**config.mk**
```make
export PLATFORM = sky130hd
export DESIGN_NAME = game_control
export DESIGN_NICKNAME = d
export VERILOG_FILES = /design/src/rtl/game_pkg.sv /design/src/rtl/key_encoder.sv /design/src/rtl/game_control.sv
export SDC_FILE = /design/constraint.sdc
export NUM_CORES = 1
export LEC_CHECK = 0
export ABC_AREA = 1
export BUFFER_PORTS_ARGS = -buffer_cell sky130_fd_sc_hd__buf_2
export CORE_UTILIZATION = 40
export CTS_BUF_LIST = sky130_fd_sc_hd__clkbuf_16
export CTS_CLUSTER_DIAMETER = 150
export DETAILED_ROUTE_END_ITERATION = 10
export GPL_ROUTABILITY_DRIVEN = 0
export HOLD_SLACK_MARGIN = 0.03
export PLACE_DENSITY = 0.58
export RECOVER_POWER = 100
export SETUP_SLACK_MARGIN = 0.4
export SYNTH_ARGS = -nofsm -noshare
export SYNTH_HDL_FRONTEND = slang
export SYNTH_SLANG_ARGS = --single-unit
```
**constraint.sdc**
```tcl
create_clock -name clock -period 3.6 [get_ports clock]
set_clock_uncertainty 0.1 [all_clocks]
set_input_delay 0.18 -clock clock [delete_from_list [all_inputs] [get_ports clock]]
set_output_delay 0.18 -clock clock [all_outputs]
set_load 0.1 [all_outputs]
```
**src/rtl/game_pkg.sv**
```systemverilog
// Shared game definitions: action codes, facing codes, one-hot FSM states
// and the key priority encoder used by the control and character stages.
package game_pkg;

    // Action codes presented to the character stage
    localparam logic [2:0] NO_ACTION = 3'b000;
    localparam logic [2:0] ATTACK    = 3'b001;
    localparam logic [2:0] UP        = 3'b010;
    localparam logic [2:0] DOWN      = 3'b011;
    localparam logic [2:0] LEFT      = 3'b100;
    localparam logic [2:0] RIGHT     = 3'b101;

    // Facing codes kept by the character stage
    localparam logic [1:0] F_UP    = 2'b00;
    localparam logic [1:0] F_DOWN  = 2'b01;
    localparam logic [1:0] F_LEFT  = 2'b10;
    localparam logic [1:0] F_RIGHT = 2'b11;

    // Bit positions inside the 5-bit key vector
    localparam int K_RIGHT  = 0;
    localparam int K_LEFT   = 1;
    localparam int K_DOWN   = 2;
    localparam int K_UP     = 3;
    localparam int K_ATTACK = 4;

    // One-hot frame sequencing states
    typedef enum logic [4:0] {
        S_INIT      = 5'b00001,
        S_DRAW_MAP  = 5'b00010,
        S_DRAW_CHAR = 5'b00100,
        S_IDLE      = 5'b01000,
        S_APPLY     = 5'b10000
    } state_t;

    // Fixed priority: attack > up > down > left > right; opposing keys
    // simply fall out of the priority order.
    function automatic logic [2:0] encode_keys(input logic [4:0] k);
        if (k[K_ATTACK])     return ATTACK;
        else if (k[K_UP])    return UP;
        else if (k[K_DOWN])  return DOWN;
        else if (k[K_LEFT])  return LEFT;
        else if (k[K_RIGHT]) return RIGHT;
        else                 return NO_ACTION;
    endfunction

endpackage

```
**src/rtl/key_encoder.sv**
```systemverilog
// Two-flop synchronizer on the raw button levels followed by the
// priority encoder; output is the action for the synchronized keys.
module key_encoder (
    input  logic       clock,
    input  logic       resetn,
    input  logic [4:0] keys,
    output logic [2:0] action
);
    import game_pkg::*;

    logic [4:0] sync_1;
    logic [4:0] sync_2;

    // Metastability guard for asynchronous button inputs
    always_ff @(posedge clock or negedge resetn) begin
        if (!resetn) begin
            sync_1 <= '0;
            sync_2 <= '0;
        end else begin
            sync_1 <= keys;
            sync_2 <= sync_1;
        end
    end

    assign action = encode_keys(sync_2);

endmodule

```
**src/rtl/game_control.sv**
```systemverilog
// Frame sequencer: drives the map/character draw passes, converts the
// frame tick into one apply step per frame and latches the player action.
module game_control #(
    parameter int FRAME_DIV = 833333
) (
    input  logic       clock,
    input  logic       resetn,
    input  logic       key_up,
    input  logic       key_down,
    input  logic       key_left,
    input  logic       key_right,
    input  logic       key_attack,
    input  logic       map_draw_done,
    input  logic       char_draw_done,
    output logic       init,
    output logic       idle,
    output logic       apply_action,
    output logic       draw_map,
    output logic       draw_char,
    output logic [2:0] user_input,
    output logic       frame_overrun
);
    import game_pkg::*;

    localparam int CNT_W = 20;
    localparam logic [CNT_W-1:0] CNT_LAST = CNT_W'(FRAME_DIV - 1);

    state_t           state, state_nxt;
    logic             rel_q;
    logic [CNT_W-1:0] frame_cnt;
    logic             tick;
    logic             tick_pending;
    logic             enter_apply;
    logic [2:0]       action;
    logic [4:0]       keys;

    assign keys = {key_attack, key_up, key_down, key_left, key_right};

    key_encoder u_key_encoder (
        .clock  (clock),
        .resetn (resetn),
        .keys   (keys),
        .action (action)
    );

    // Reset-release flag: gates the strobes and holds S_INIT until the
    // first edge after release so init is visible for exactly one cycle
    always_ff @(posedge clock or negedge resetn) begin
        if (!resetn) rel_q <= 1'b0;
        else         rel_q <= 1'b1;
    end

    // Free-running frame divider; the terminal count is the tick
    always_ff @(posedge clock or negedge resetn) begin
        if (!resetn)   frame_cnt <= '0;
        else if (tick) frame_cnt <= '0;
        else           frame_cnt <= frame_cnt + 1'b1;
    end

    assign tick = (frame_cnt == CNT_LAST);

    // State register
    always_ff @(posedge clock or negedge resetn) begin
        if (!resetn) state <= S_INIT;
        else         state <= state_nxt;
    end

    // Next-state logic; done inputs only matter in their own state
    always_comb begin
        state_nxt   = state;
        enter_apply = 1'b0;
        case (state)
            S_INIT:      if (rel_q) state_nxt = S_DRAW_MAP;
            S_DRAW_MAP:  if (map_draw_done) state_nxt = S_DRAW_CHAR;
            S_DRAW_CHAR: if (char_draw_done) state_nxt = S_IDLE;
            S_IDLE: begin
                if (tick_pending) begin
                    state_nxt   = S_APPLY;
                    enter_apply = 1'b1;
                end
            end
            S_APPLY:     state_nxt = S_DRAW_MAP;
            default:     state_nxt = S_INIT;
        endcase
    end

    // Pending tick: cleared on entry to apply unless a fresh tick lands on
    // that same edge, in which case it carries over to the next frame
    always_ff @(posedge clock or negedge resetn) begin
        if (!resetn)          tick_pending <= 1'b0;
        else if (enter_apply) tick_pending <= tick;
        else if (tick)        tick_pending <= 1'b1;
    end

    // Sticky overrun: a second tick merged into one still waiting
    always_ff @(posedge clock or negedge resetn) begin
        if (!resetn)                                  frame_overrun <= 1'b0;
        else if (tick && tick_pending && !enter_apply) frame_overrun <= 1'b1;
    end

    // Action sampled once per frame, held until the next apply
    always_ff @(posedge clock or negedge resetn) begin
        if (!resetn)          user_input <= NO_ACTION;
        else if (enter_apply) user_input <= action;
    end

    assign init         = rel_q & state[0];
    assign draw_map     = rel_q & state[1];
    assign draw_char    = rel_q & state[2];
    assign idle         = rel_q & state[3];
    assign apply_action = rel_q & state[4];

endmodule

```
==> results.json <==
{
  "status": "complete, no violations",
  "crit_path_cell_trace": "nand2_1 > inv_1 > clkbuf_1",
  "path_max_fanout": 5,
  "grt_pass1_wl_um": 7100,
  "grt.total_usage_pct": 17.7,
  "max_stage_delay_ns": 0.85,
  "top_usage_layer": "met2",
  "syn_inst": 249,
  "boundaryPins": 18,
  "ys_warn_count": 0,
  "wl_um": 3900,
  "area_delta_synth_final_pct": 15.4,
  "syn_area_per_cell_um2": 8.16,
  "p_leak_nw": 1.18,
  "grt_overflow": 0,
  "ys_seq_elements": 41,
  "final_cell_mix": "nand2_1, nor2_1, dfrtp_1, inv_1, nand3_1",
  "final_cells": 347,
  "syn-num-nets": 260,
  "clk_pin_slew_ns": 0.06,
  "firstDrtPassIters": 4,
  "critical-path-slowest-cell": "clkbuf_1",
  "endpoint_kind": "primary output",
  "required_ns": 3.32,
  "r2r-end": "frame_cnt[18]$_DFF_PN0_",
  "max_freq_mhz": 471,
  "grt_max_degree": 42,
  "timing.final.crit_share_pct": 58.9,
  "synth.top_cells.by_area": "dfrtp_1, nand2_1, nor2_1",
  "synth_seq_area_share_pct": 50.6,
  "first_iter_violations": 117,
  "utilization_pct": 48.6,
  "drtAntennaViolNets": 0,
  "crit_path_end": "init",
  "maxSlewHeadroom_pct": 22.6,
  "worstRegToRegCells": 8,
  "antenna_cells": 0,
  "clockBufferDepth": 2,
  "synth_top_area_cell": "dfrtp_1",
  "min_path_type": "in -> reg",
  "routedWlPerCell_um": 11.3,
  "ir_drop_v": 0.000359,
  "power_density_nw_per_um2": 403,
  "maxSlewViolCount": 0,
  "antenna_found_initial": 0,
  "via_per_inst": 4.66,
  "drive_above_1_share_pct": 7.86,
  "grt_pass1_vias": 1597,
  "row_count": 25,
  "critPathLaunchType": "register",
  "hold_viol": 0,
  "layout.nets": 290,
  "n_fill_cell": 511,
  "timing.rr.start": "frame_cnt[0]$_DFF_PN0_",
  "htree_levels": 2,
  "setup_viol": 0,
  "die_x_um": 73.3,
  "drv_cap": 0,
  "place_inst": 333,
  "start_util_pct": 42.2,
  "reg2reg_slack_ns": 1.70,
  "cp.arrival_ns": 1.84,
  "die_area_um2": 5370,
  "insertion_delay_ns": 0.28,
  "worstMarginPinSlew_ns": 1.17,
  "cts_tree": "built",
  "regArea_um2": 1030,
  "cts.sinks": 41,
  "layout_min_cycle_time_ns": 2.12,
  "path_class": "reg -> out",
  "grtUsageMet1_pct": 23.4,
  "place_hpwl_um": 2840,
  "cts_root_buffer": "clkbuf_16",
  "layout_commonest_cell": "nand2_1",
  "ctsResizeCount": 0,
  "numCtsBuffers": 5,
  "synth_top_area_share_pct": 49.3,
  "core_area_um2": 4820,
  "drc_errors": 0,
  "die_h_um": 73.3,
  "multi_input_area_um2": 806,
  "vias": 1617,
  "rsz0062_at_grt": "no",
  "yosysUniqueCellTypes": 26,
  "critPathLaunch": "state[0]$_DFFE_PN1P_",
  "netlist_area_um2": 2030,
  "use_met2_pct": 28.2,
  "setup_tns_ns": 0,
  "met3_usage_pct": 4.53,
  "portBuffers": 17
}
[sequential cells by signal, indices dropped and copies added (netlist names)]
signal and count:
state 5, user_input 3, tick_pending 1, u_key_encoder.sync_1 5
rel_q 1, frame_cnt 20, u_key_encoder.sync_2 5, frame_overrun 1
[stage by stage]
step                hold slack (ns)  cell area, um2  worst slack, ns  power [mW]
finish                        0.147            2340             1.48       0.944
global route                  0.186            2340             1.37       0.982
CTS                           0.140            2410             1.95       0.957
detailed placement            0.189            2200             2.02       0.500
global placement              0.188            2200             2.06       0.499
floorplan                    -0.216            2030             2.14       0.485
[synthesized netlist by cell type]
library cell	count
a21oi_1	3
conb_1	1
dfrtp_1	40
dfstp_2	1
ha_1	2
inv_1	38
nand2_1	58
nand2_2	1
nand3_1	19
nand3_2	1
nand3_4	1
nand3b_1	1
nand4_1	6
nor2_1	44
nor2_2	1
nor2_4	4
nor3_2	2
nor3b_2	1
o21a_1	1
o21ai_0	9
o21ai_1	1
o21bai_1	1
o21bai_2	1
or2_2	2
xnor2_1	1
xor2_1	9
[what timing repair did]
item	CTS	global route
hold buffers	6	0
setup endpoints to repair	0	0
endpoints found under the hold margin	45	0
setup buffers	0	0
[cell families after synthesis]
kind of cell / after synthesis / share of synthesized area, %
compound gates: 16 / 4.50
xor+xnor: 10 / 4.31
fa+ha+maj: 2 / 1.23
buf+inv: 38 / 7.02
flops: 41 / 50.6
other cells: 1 / 0.185
simple gates: 141 / 32.2
[worst max-delay path: cells and delay by family (launching register included)]
| family | cells | cell delay [ns] |
|---|---|---|
| buffers and inverters | 2 | 0.90 |
| DFF | 1 | 0.59 |
| and+or+nand+nor | 1 | 0.07 |
[how the worst min path moves through the flow]
| stage | start | slack, ns | end | depth (start not counted) |
|---|---|---|---|---|
| detailed placement | key_up | 0.19 | u_key_encoder.sync_1[3]$_DFF_PN0_ | 1 |
| finish | char_draw_done | 0.15 | state[2]$_DFFE_PN0P_ | 4 |
| global placement | key_down | 0.19 | u_key_encoder.sync_1[2]$_DFF_PN0_ | 1 |
| global route | char_draw_done | 0.19 | state[2]$_DFFE_PN0P_ | 4 |
| CTS | char_draw_done | 0.14 | state[2]$_DFFE_PN0P_ | 4 |
| floorplan | resetn | -0.22 | frame_cnt[0]$_DFF_PN0_ | 0 |
[power breakdown]
part | internal (mW) | total (mW) | switching (mW)
Combinational | 0.00890 | 0.0256 | 0.0167
Clock | 0.260 | 0.449 | 0.189
Sequential | 0.467 | 0.470 | 0.00254
[final cells by class]
cell class	instances	area share, %
sequential	41	43.8
clock buffer	5	5.34
multi-input combinational	170	34.4
inverter	38	6.09
clock inverter	3	1.07
timing repair buffer	23	5.71
tap	67	3.58
[layer usage]
metal	up-vias	share of wire, %	routed length, um
met5	-	0	0
met4	0	1.6	63
met3	6	3.7	144
li1	827	-	-
met2	25	46	1800
met1	759	49	1900
Note: power is estimated with default switching activity, not from simulation.
